File: src/rtl/fp_seq_pkg.sv
// Shared types for the FPU phase sequencer: phase encoding, one-hot decode, strobe-2 phase set.
package fp_seq_pkg;

  typedef enum logic [3:0] {
    P_IDLE, P_F1, P_F2, P_F3, P_F4, P_F5, P_F6, P_F7,
    P_F8, P_F9, P_F10, P_F11, P_F12, P_F13, P_ACC
  } phase_e;

  // Phases that also emit strob2_fp: F2, F5, F6
  localparam logic [13:1] S2_SET = 13'b0000000110010;

  function automatic logic [13:1] phase_onehot(phase_e p);
    logic [13:1] oh;
    oh = '0;
    for (int i = 1; i <= 13; i++)
      if (int'(p) == i) oh[i] = 1'b1;
    return oh;
  endfunction

  function automatic logic is_s2(phase_e p);
    return |(phase_onehot(p) & S2_SET);
  endfunction

endpackage

File: src/rtl/fp_seq_strobe.sv
// Per-phase tick counter: strob_fp at tick 1, strob2_fp at tick 2, last-tick/advance flags.
// With FP_SEQ_STEP_EN defined, the last tick is held until step=1.
module fp_seq_strobe
  import fp_seq_pkg::*;
#(
  parameter int PHASE_TICKS = 4
) (
  input  logic clk,
  input  logic rst_n,
  input  logic run,
  input  logic s2,
  input  logic step,
  output logic last,
  output logic adv,
  output logic strob_fp,
  output logic strob2_fp
);
  localparam int TW = (PHASE_TICKS > 4) ? $clog2(PHASE_TICKS) : 2;

  logic [TW-1:0] tick_q, tick_d;
  logic          hold;

`ifdef FP_SEQ_STEP_EN
  assign hold = last & ~step;
`else
  logic unused_step;
  assign unused_step = step;
  assign hold        = 1'b0;
`endif

  assign last      = run && (tick_q == TW'(PHASE_TICKS - 1));
  assign adv       = last & ~hold;
  // Strobes decode a fixed tick, so holding the last tick never repeats them
  assign strob_fp  = run && (tick_q == TW'(1));
  assign strob2_fp = run && s2 && (tick_q == TW'(2));

  always_comb begin
    tick_d = tick_q;
    if (!run)      tick_d = '0;
    else if (last) begin
      if (!hold)   tick_d = '0;
    end
    else           tick_d = tick_q + 1'b1;
  end

  always_ff @(posedge clk or negedge rst_n)
    if (!rst_n) tick_q <= '0;
    else        tick_q <= tick_d;

endmodule

File: src/rtl/fp_seq.sv
// FPU phase sequencer: accepts pufa|nrf, walks phases F1..F13 branching on F-PM indicators,
// ends with done or fp_int. Optional single-step via FP_SEQ_STEP_EN (see fp_seq_strobe).
module fp_seq
  import fp_seq_pkg::*;
#(
  parameter int PHASE_TICKS = 4,
  parameter int MAX_LOOP    = 64
) (
  input  logic        __clk,
  input  logic        clr_,
  input  logic        pufa,
  input  logic        nrf,
  input  logic        af_sf,
  input  logic        mw_mf,
  input  logic        dw_df,
  input  logic        g,
  input  logic        fic,
  input  logic        ws,
  input  logic        nz,
  input  logic        di,
  input  logic [3:0]  fi,
  input  logic        step,
  output logic [13:1] f,
  output logic        strob_fp,
  output logic        strob2_fp,
  output logic        _0_f,
  output logic        busy,
  output logic        done,
  output logic        fp_int
);
  localparam int LW = $clog2(MAX_LOOP + 1);

  phase_e        state_q, state_d;
  logic [LW-1:0] cnt_q, cnt_d;
  logic [13:1]   f_q, f_d;
  logic          norm_q, norm_d, zf_q, zf_d, busy_q, busy_d;
  logic          done_q, done_d, fpint_q, fpint_d;
  logic          run, last, adv, lp;

  assign run = (state_q != P_IDLE) && (state_q != P_ACC);

  fp_seq_strobe #(.PHASE_TICKS(PHASE_TICKS)) u_strobe (
    .clk(__clk), .rst_n(clr_), .run(run), .s2(is_s2(state_q)), .step(step),
    .last(last), .adv(adv), .strob_fp(strob_fp), .strob2_fp(strob2_fp)
  );

  always_comb begin
    state_d = state_q;
    cnt_d   = cnt_q;
    norm_d  = norm_q;
    zf_d    = 1'b0;
    done_d  = 1'b0;
    fpint_d = 1'b0;
    lp      = 1'b0;
    case (state_q)
      P_IDLE: if (pufa | nrf) begin
        state_d = P_ACC;
        zf_d    = 1'b1;
        norm_d  = nrf;
        cnt_d   = '0;
      end
      P_ACC: state_d = norm_q ? P_F10 : P_F1;
      default: if (adv) begin
        case (state_q)
          P_F1:  state_d = P_F2;
          P_F2:  state_d = di ? P_F13 : (af_sf ? P_F5 : P_F4);
          P_F4:  state_d = P_F6;
          P_F5:  state_d = g ? P_F10 : P_F8;
          P_F6:  state_d = P_F7;
          P_F7:  state_d = ((mw_mf | dw_df) & ~fic) ? P_F8 : P_F9;
          P_F8:  if (fic) state_d = P_F6;
                 else begin state_d = P_F8; lp = 1'b1; end
          P_F9:  state_d = P_F10;
          P_F10: state_d = ws ? P_F7 : (nz ? P_F11 : P_F12);
          P_F11: begin state_d = P_F10; lp = 1'b1; end
          P_F12: state_d = P_F13;
          P_F13: begin
            state_d = P_IDLE;
            fpint_d = |fi;
            done_d  = ~|fi;
          end
          default: state_d = P_IDLE;
        endcase
        // Runaway F8/F11 iteration aborts through the exception path
        if (lp) begin
          cnt_d = cnt_q + 1'b1;
          if (cnt_d == LW'(MAX_LOOP)) begin
            state_d = P_IDLE;
            fpint_d = 1'b1;
          end
        end
      end
    endcase
    busy_d = (state_d != P_IDLE);
    f_d    = phase_onehot(state_d);
  end

  always_ff @(posedge __clk or negedge clr_)
    if (!clr_) begin
      state_q <= P_IDLE;
      cnt_q   <= '0;
      f_q     <= '0;
      norm_q  <= 1'b0;
      zf_q    <= 1'b0;
      busy_q  <= 1'b0;
      done_q  <= 1'b0;
      fpint_q <= 1'b0;
    end else begin
      state_q <= state_d;
      cnt_q   <= cnt_d;
      f_q     <= f_d;
      norm_q  <= norm_d;
      zf_q    <= zf_d;
      busy_q  <= busy_d;
      done_q  <= done_d;
      fpint_q <= fpint_d;
    end

  assign f      = f_q;
  assign _0_f   = zf_q;
  assign busy   = busy_q;
  assign done   = done_q;
  assign fp_int = fpint_q;

endmodule
File: config.mk
export PLATFORM = sky130hd
export DESIGN_NAME = fp_seq
export DESIGN_NICKNAME = d
export VERILOG_FILES = /design/src/rtl/fp_seq_pkg.sv /design/src/rtl/fp_seq_strobe.sv /design/src/rtl/fp_seq.sv
export SDC_FILE = /design/constraint.sdc
export NUM_CORES = 1
export LEC_CHECK = 0
export CORE_UTILIZATION = 42
export DETAILED_ROUTE_END_ITERATION = 16
export PLACE_DENSITY = 0.72
export SLEW_MARGIN = 20
export SYNTH_ARGS = -nofsm -noshare
export SYNTH_HDL_FRONTEND = slang
export SYNTH_SLANG_ARGS = --single-unit
export TNS_END_PERCENT = 10
File: constraint.sdc
create_clock -name __clk -period 2.3 [get_ports __clk]
set_input_delay 0.46 -clock __clk [delete_from_list [all_inputs] [get_ports __clk]]
set_output_delay 0.46 -clock __clk [all_outputs]
set_load 0.005 [all_outputs]
---- Word level (Yosys, flattened, before mapping) ----
Cells that the tools add are included.
storage, ports and cells
  flip-flop bits (word level) ............. 31
  input bits .............................. 17
  output and inout bits ................... 19
  word-level logic and storage cells ...... 118
cells by class
  $add $sub $neg .......................... 2
  equal/unequal tests ..................... 35
  mux-type cells .......................... 50
  bitwise operators ....................... 5
  reductions and logical operators ........ 17
operator list
  operator                                        count
  == test 4 bit (second input constant)           17
  one-hot mux 4 bit (10 select lines)             1
  == test 4 x 3 -> 1 bit (second input constant)  9
  two-way mux 4 bit                               8
  two-way mux 1 bit                               31
  two-way mux 7 bit                               3
  one-hot mux 7 bit (2 select lines)              1
  == test 4 x 2 -> 1 bit (second input constant)  2
  one-hot mux 4 bit (2 select lines)              1
  nonzero test 4 bit                              2
  adder 7 x 1 -> 7 bit (second input constant)    1
  == test 7 bit (second input constant)           1
  two-way mux 2 bit                               3
  logical AND 1 bit                               5
  == test 2 bit (second input constant)           2
  == test 4 x 1 -> 1 bit (second input constant)  1
  zero test 4 bit                                 1
  inequality test 4 bit (second input constant)   1
  AND reduction 4 bit                             1
  nonzero test 2 bit                              2
  OR reduction 2 bit                              2
  OR reduction 4 bit                              1
  two-way mux 3 bit                               1
  OR reduction 3 bit                              1
  9 further kinds                                 11

---- Logic depth before layout (Yosys ltp) ----
Gate-level depths: netlist (run 1).
  word-level depth ........................ 10
  gate-level depth with buffers ........... 9
  depth with buffers taken out ............ 7

---- Modules after synthesis ----
Synthesis (run 1) repeated with hierarchy kept, for this count alone.
second synthesis, totals
  cells, all modules ...................... 187
  area, all modules ....................... 1915.6 um2
modules (own cells, without submodules)
  module         instances  cells an instance  area an instance (um2)  sequential area each (um2)
  fp_seq         1          174                1775.5                  725.7
  fp_seq_strobe  1          13                 140.1                   50.0

---- Least setup slack after synthesis (run 1) ----
OpenSTA, ideal clock, no wires.
  path kind ............................... register -> register
  start point ............................. reg cnt_q[0]
  end point ............................... reg f_q (netlist bit f[1])
  setup time .............................. 0.101 ns
  data arrival time ....................... 1.924 ns
  data required time ...................... 2.199 ns
  path slack .............................. 0.275 ns
  cell stages (with the launch flop) ...... 8
  buffers on the path ..................... 0
  clock period less this slack ............ 2.025 ns
  cell sequence ........................... dfrtp_1 -> ha_1 -> xor2_1 -> nand4_1 -> a2111oi_4 -> o311a_4 -> inv_4 -> nor4_1
on the way
  cells in the longest elaborated chain, start to end .. 8
ends and longest elaborated chain
  what                                RTL line          text
  start: declaration                  fp_seq.sv:34      logic [LW-1:0] cnt_q, cnt_d;
  start signal: assignment            fp_seq.sv:110     cnt_q <= cnt_d;
  adder 7 x 1 -> 7 bit                fp_seq.sv:86      cnt_d = cnt_q + 1'b1;
  == test 7 bit                       fp_seq.sv:87      if (cnt_d == LW'(MAX_LOOP)) begin
  two-way mux 4 bit                   fp_seq.sv:87
  two-way mux 4 bit                   fp_seq.sv:85      if (lp) begin
  two-way mux 4 bit                   fp_seq.sv:63      default: if (adv) begin
  one-hot mux 4 bit (2 select lines)  fp_seq.sv:55      case (state_q)
  net state_d[1]                      fp_seq.sv:33      phase_e state_q, state_d;
  == test 4 x 2 -> 1 bit              fp_seq_pkg.sv:16  if (int'(p) == i) oh[i] = 1'b1;
  two-way mux 1 bit                   fp_seq_pkg.sv:16
  net f_d, one bit                    fp_seq.sv:35      logic [13:1] f_q, f_d;
  end signal: assignment              fp_seq.sv:102     f_q <= '0;
  end signal: assignment              fp_seq.sv:111     f_q <= f_d;
  end: declaration                    fp_seq.sv:35
The timed path passes the listed nets, and every way through them passes these cells.
A chain may end at the register's enable or synchronous reset.

---- Worst setup path after layout (run 1) ----
  start point ............................. reg state_q[1]
  end point ............................... out strob_fp
on the way
  cells in the longest elaborated chain, start to end .. 3
  elaborated cells on any way between the ends .. 4
  classes of those cells .................. eq/ne: 1; reduce/logical: 3
ends and longest elaborated chain
  what                                                         RTL line             text
  start: declaration                                           fp_seq.sv:33
  start signal: assignment                                     fp_seq.sv:109        state_q <= state_d;
  inequality test 4 bit or nonzero test 4 bit (tied branches)  fp_seq.sv:40         assign run = (state_q != P_IDLE) && (state_q != P_ACC);
  logical AND 1 bit (*)                                        fp_seq.sv:40
  logical AND 1 bit (*)                                        fp_seq_strobe.sv:34  assign strob_fp = run && (tick_q == TW'(1));
  end: declaration                                             fp_seq.sv:24         output logic strob_fp,
Every way passes the cells marked *; elsewhere a longest branch is shown, timed or not.

==> results of run 1 <==
-- cell type report --
| cell class | instances | share of cell area |
|---|---|---|
| Clock buffer | 5 | 0.02933 |
| Clock inverter | 3 | 0.01013 |
| Inverter | 10 | 0.01707 |
| Multi-Input combinational cell | 123 | 0.3579 |
| Sequential cell | 31 | 0.3328 |
| Tap cell | 48 | 0.02560 |
| Timing Repair Buffer | 58 | 0.2272 |
-- cell families after synthesis --
logic type / count (synthesis) / share of synthesized area
flip-flops: 31 / 0.4572
AND/OR/NAND/NOR: 70 / 0.2360
XOR/XNOR: 1 / 0.005163
AO/OA/AOI/OAI: 48 / 0.2183
buffers and inverters: 17 / 0.05383
adder cells (fa/ha/maj): 4 / 0.02950
-- metal layers --
metal,vias to the layer above,share of wire,routed length [um],GRT usage
met5,-,0,0,0
met4,0,0.0094,38,0.06522
met3,4,0.043,174,0.06250
met2,31,0.51,2058,0.3608
met1,735,0.44,1760,0.2605
li1,751,-,-,-
-- stage by stage --
| step | utilization | instances | setup TNS (ps) | hold slack [ps] |
|---|---|---|---|---|
| after floorplan | - | 171 | 0 | 164.4 |
| after global placement | 0.5856 | 266 | -1073 | 479.6 |
| after detailed placement | 0.5856 | 266 | -1564 | 512.0 |
| after CTS | 0.6168 | 276 | 0 | 519.7 |
| after global routing | 0.6221 | 278 | -5.496 | 539.0 |
| final | 0.6221 | 278 | 0 | 514.0 |
-- state kept, by name (all words and copies together), names as in the netlist --
name / cells
norm_q: 1
state_q: 4
fp_int: 1
done: 1
_0_f: 1
cnt_q: 7
busy: 1
u_strobe.tick_q: 2
f: 13
-- synthesized netlist by cell type (2+ instances only) --
cell,n,area share
a211oi_1,2,0.0088
a21oi_1,6,0.018
a22o_1,3,0.015
a31oi_1,3,0.011
and2_1,5,0.018
and2b_1,2,0.0088
and3_1,2,0.0074
buf_2,2,0.0059
buf_4,2,0.0088
buf_6,2,0.013
dfrtp_1,31,0.46
ha_1,4,0.029
inv_1,6,0.013
inv_2,2,0.0044
nand2_1,13,0.029
nand2b_1,2,0.0074
nand3_1,5,0.015
nand4_1,2,0.0074
nor2_1,8,0.018
nor2b_1,6,0.022
nor3_1,3,0.0088
nor3b_1,3,0.013
nor4_1,13,0.048
o21ai_0,16,0.047
o31ai_1,4,0.018
or3_1,2,0.0074
or4_1,2,0.0088
-- what timing repair did --
action,4_1_cts,5_1_grt
setup endpoints to repair,2,1
buffers inserted,2,2
resized for setup,6,2
-- critical path, stage by stage, from the launching register on --
cell and delay, ps:
dfrtp_2 470, o21ba_2 240, nor3_2 130, and2b_1 200, clkdlybuf4s50_1 440
-- path summary, 6_finish.rpt --
path                                              startpoint  slack, ps  depth (start not counted)                           end
worst min-delay path            u_strobe.tick_q[0]$_DFF_PN0_        510                          1  u_strobe.tick_q[0]$_DFF_PN0_
worst min register to register  u_strobe.tick_q[0]$_DFF_PN0_        510                          1  u_strobe.tick_q[0]$_DFF_PN0_
worst max-delay path                    state_q[1]$_DFF_PN0_         70                          4                      strob_fp
max in group asynchronous                               clr_       1440                          2          state_q[3]$_DFF_PN0_
worst max register to register          state_q[0]$_DFF_PN0_        140                          7                f[8]$_DFF_PN0_
min in group asynchronous                               clr_        560                          2          cnt_q[4]$_DFFE_PN0P_
-- where the power goes --
| group | internal (mW) | switching, mW |
|---|---|---|
| sequential | 0.716 | 0.145 |
| clock | 0.216 | 0.236 |
| combinational | 0.828 | 0.855 |
==> impl_metrics.tcl, run 1 <==
set metrics [dict create \
    layout.nets 250 \
    synth_flop_cell "dfrtp_1" \
    power_mw 2.996 \
    place_ws_ps -154.4 \
    clk_latency_ps 290 \
    dieArea_mm2 0.004297 \
    placed_cell_area_mm2 0.002208 \
    overflow 0 \
    crit_path_start_kind "flip-flop" \
    vdd_drop_max_uv 841.3 \
    final_max_slew_viol_count 0 \
    ant_nets 0 \
    portBuffers 34 \
    syn_avg_cell_area_um2 9.922 \
    tritoncts "done" \
    p_leak_nw 0.9909 \
    die_width_um 65.56 \
    finalHoldViolations 0 \
    io_pins 36 \
    cts_hold_buf 0 \
    cts.clk_slew.worst_paths_ps 70 \
    yosysWarnings 0 \
    grt_pass1_wl_um 7003 \
    min_period_over_period 0.9689 \
    cts_root_buffer "clkbuf_8" \
    ys_ff_latch 31 \
    clock-skew-final_ps 5.338 \
    grt_max_degree 32 \
    worstPathArrival_ps 1770 \
    vias 1521 \
    hp-class "flip-flop to flip-flop" \
    cts_htree_levels 2 \
    fin_ws_ps 71.62 \
    tightest_slew_ps 551.0 \
    synthCells 171 \
    antennaDiodeCount 0 \
    maxCapViolations 0 \
    final_common_cell "clkdlybuf4s50_1" \
    wl_per_cell_um 14.50 \
    fmax_mhz 448.8 \
    nFillCells 319 \
    dp_hpwl_um 3013 \
    final_area_mm2 0.002346 \
    slew_headroom 0.6295 \
    required_ps 1840 \
    drive_above_1_share 0.2174 \
    synth_area_mm2 0.001697 \
    multi_input_area_um2 839.6 \
    syn_nets 192 \
    status "complete, no violations" \
    fin_crit_ps 2228 \
    synth_cell_type_count 47 \
    drtPass1Iterations 4 \
    cts-buffers-inserted 5 \
    crit_path_end_kind "output port" \
    grt_pass1_vias 1561 \
    final_cell_mix "clkdlybuf4s50_1 (34), dfrtp_1 (27), buf_4 (23), o21ai_0 (16)" \
    cts_buffer_depth 2 \
    grt_setup_unrepaired "yes" \
    cp_max_fo 7 \
    drc 0 \
    place_congestion 0.9303 \
    seq_area_um2 780.7 \
    seq_area_frac_synth 0.4572 \
    clock_sinks 31 \
    critPathKind "flip-flop to output port" \
    wl_um 4032 \
    core_mm2 0.003771 \
    async_flop_share 1.000 \
    setup_viol 0 \
    p_per_area_mw_per_mm2 1277 \
    rows 22 \
    die_h_um 65.56 \
    start_util 0.4499 \
    drtIter0Drc 90 \
    areaGrowthSynthToFinish_pct 38.27 \
    synth-edff-count 0 \
    vias_per_cell 5.471 \
    grt_usage 0.2135 \
    antenna_found_initial 0 \
]
Power figures use the tool's default switching activity.
==> inputs of run 2 (changes only) <==
--- a/config.mk
+++ b/config.mk
@@ -6,7 +6,9 @@
 export NUM_CORES = 1
 export LEC_CHECK = 0
 export CORE_UTILIZATION = 42
+export CTS_BUF_LIST = sky130_fd_sc_hd__clkbuf_4
 export DETAILED_ROUTE_END_ITERATION = 16
+export HOLD_SLACK_MARGIN = 0.02
 export PLACE_DENSITY = 0.72
 export SLEW_MARGIN = 20
 export SYNTH_ARGS = -nofsm -noshare
==> impl_metrics.tcl, run 2 (synthesis results as in run 1) <==
set metrics [dict create \
    finalHoldViolations 0 \
    nFillCells 323 \
    tritoncts "done" \
    top_usage_layer "met2" \
    drtPass1Iterations 4 \
    wl_um 4016 \
    grt_max_degree 32 \
    slew_headroom 0.6318 \
    start_util 0.4499 \
    fmax_mhz 456.8 \
    cts_root_buffer "clkbuf_4" \
    required_ps 2550 \
    dp.cells 266 \
    drtIter0Drc 80 \
    crit_start "state_q[0]$_DFF_PN0_" \
    fin_ws_ps 110.8 \
    met2_usage 0.3634 \
    critPathKind "flip-flop to flip-flop" \
    drive_above_1_share 0.2096 \
    vdd_drop_max_uv 1012 \
    tightest_slew_ps 547.6 \
    antennaDiodeCount 0 \
    min_period_over_period 0.9518 \
    cts_hold_buf 0 \
    portBuffers 34 \
    hp-class "input pin to async pin" \
    layout.nets 249 \
    clock-skew-final_ps 6.196 \
    cts-buffers-inserted 5 \
    p_per_area_mw_per_mm2 1245 \
    antenna_found_initial 0 \
    core_mm2 0.003771 \
    areaGrowthSynthToFinish_pct 35.91 \
    use_met1 0.2572 \
    final_common_cell "clkdlybuf4s50_1" \
    wl_per_cell_um 14.50 \
    place_congestion 0.9303 \
    crit_path_end_kind "flip-flop" \
    grt_setup_unrepaired "no" \
    maxCapViolations 0 \
    place_ws_ps -154.4 \
    clk_latency_ps 350 \
    rows 22 \
    finalNonFillerCells 277 \
    fin_crit_ps 2189 \
    multi_input_area_um2 842.1 \
    cp_slowest_stage_delay_ps 450 \
    drc 0 \
    dieArea_mm2 0.004297 \
    final_cell_mix "clkdlybuf4s50_1 (32), dfrtp_1 (28), buf_4 (22), o21ai_0 (16), nand2_1 (13)" \
    cp_max_fo 9 \
    grt_pass1_wl_um 6989 \
    io_pins 36 \
    die_h_um 65.56 \
    cts.clk_slew.worst_paths_ps 110 \
    cts_htree_levels 2 \
    largest_reg_flops 13 \
    die_width_um 65.56 \
    p_leak_nw 0.9836 \
    grt_pass1_vias 1561 \
    status "complete, no violations" \
    grt_usage 0.2146 \
    slowest_stage "dfrtp_2" \
    grt.met3_usage 0.06250 \
    worstPathArrival_ps 2440 \
    crit_path_start_kind "flip-flop" \
    cts_buffer_depth 2 \
    r2r_start "state_q[0]$_DFF_PN0_" \
    setup_viol 0 \
    vias_per_cell 5.549 \
    dp_hpwl_um 3013 \
    clock_sinks 31 \
    vias 1537 \
    ant_nets 0 \
    path_cells "buf_4 -> nor3_1 -> o211ai_2 -> a2111oi_4 -> o311a_4 -> inv_4 -> nor4_1" \
    seq_area_um2 779.5 \
    final_max_slew_viol_count 0 \
    overflow 0 \
]
-- run 2: cell count changes in the layout (fill, tap and decap cells not counted), moves of 2 or more --
cell and delta:
dlygate4sd2_1 +2, clkbuf_4 +5, clkdlybuf4s50_1 -2, clkbuf_8 -5
-- run 2: per-stage QoR --
stage / util / TNS (ps) / power (mW) / instance area (um^2) / hold WS, ps
after global routing: 0.6115 / 0 / 3.094 / 2306 / 507.4
after global placement: 0.5856 / -1073 / 2.428 / 2208 / 479.6
after CTS: 0.6098 / 0 / 2.876 / 2300 / 486.7
final: 0.6115 / 0 / 2.872 / 2306 / 487.3
after detailed placement: 0.5856 / -1564 / 2.472 / 2208 / 512.0
after floorplan: - / 0 / 1.812 / 1697 / 164.4
-- run 2: path summary, 6_finish.rpt --
check	to	slack (ps)	cells after the start
setup / recovery	f[4]$_DFF_PN0_	110	7
hold / removal	cnt_q[3]$_DFFE_PN0P_	490	2
setup reg to reg	f[4]$_DFF_PN0_	110	7
hold reg to reg	u_strobe.tick_q[0]$_DFF_PN0_	510	1
max in group asynchronous	state_q[0]$_DFF_PN0_	1500	2
min in group __clk	u_strobe.tick_q[0]$_DFF_PN0_	510	1
-- run 2: critical path, delay by kind of cell, from the launching register on --
family / cells / cell delay, ps
simple gates: 2 / 550
flops: 1 / 450
compound gates: 3 / 860
buf+inv: 2 / 230
-- run 2: layer usage --
layer	vias to the layer above	wire length [um]
met5	-	0
met4	0	76
met3	9	189
met2	34	2033
met1	746	1717
li1	748	-
-- run 2: repair_timing --
action	in CTS	in global routing
pin swaps	1	0
setup endpoints to repair	2	1
hold endpoints to repair	0	0
buffers inserted	3	0
gates resized for setup	8	1
-- run 2: final cells by class --
type	instances	share of cell area
Inverter	10	0.01736
Timing Repair Buffer	57	0.2268
Sequential cell	31	0.3380
Clock buffer	5	0.01628
Clock inverter	3	0.01031
Multi-Input combinational cell	123	0.3652
Tap cell	48	0.02604
-- run 2: where the power goes --
group / switching (mW) / internal (mW) / total [mW]
clock network: 0.221 / 0.122 / 0.343
logic: 0.863 / 0.807 / 1.67
registers: 0.146 / 0.713 / 0.859
total: 1.23 / 1.64 / 2.87
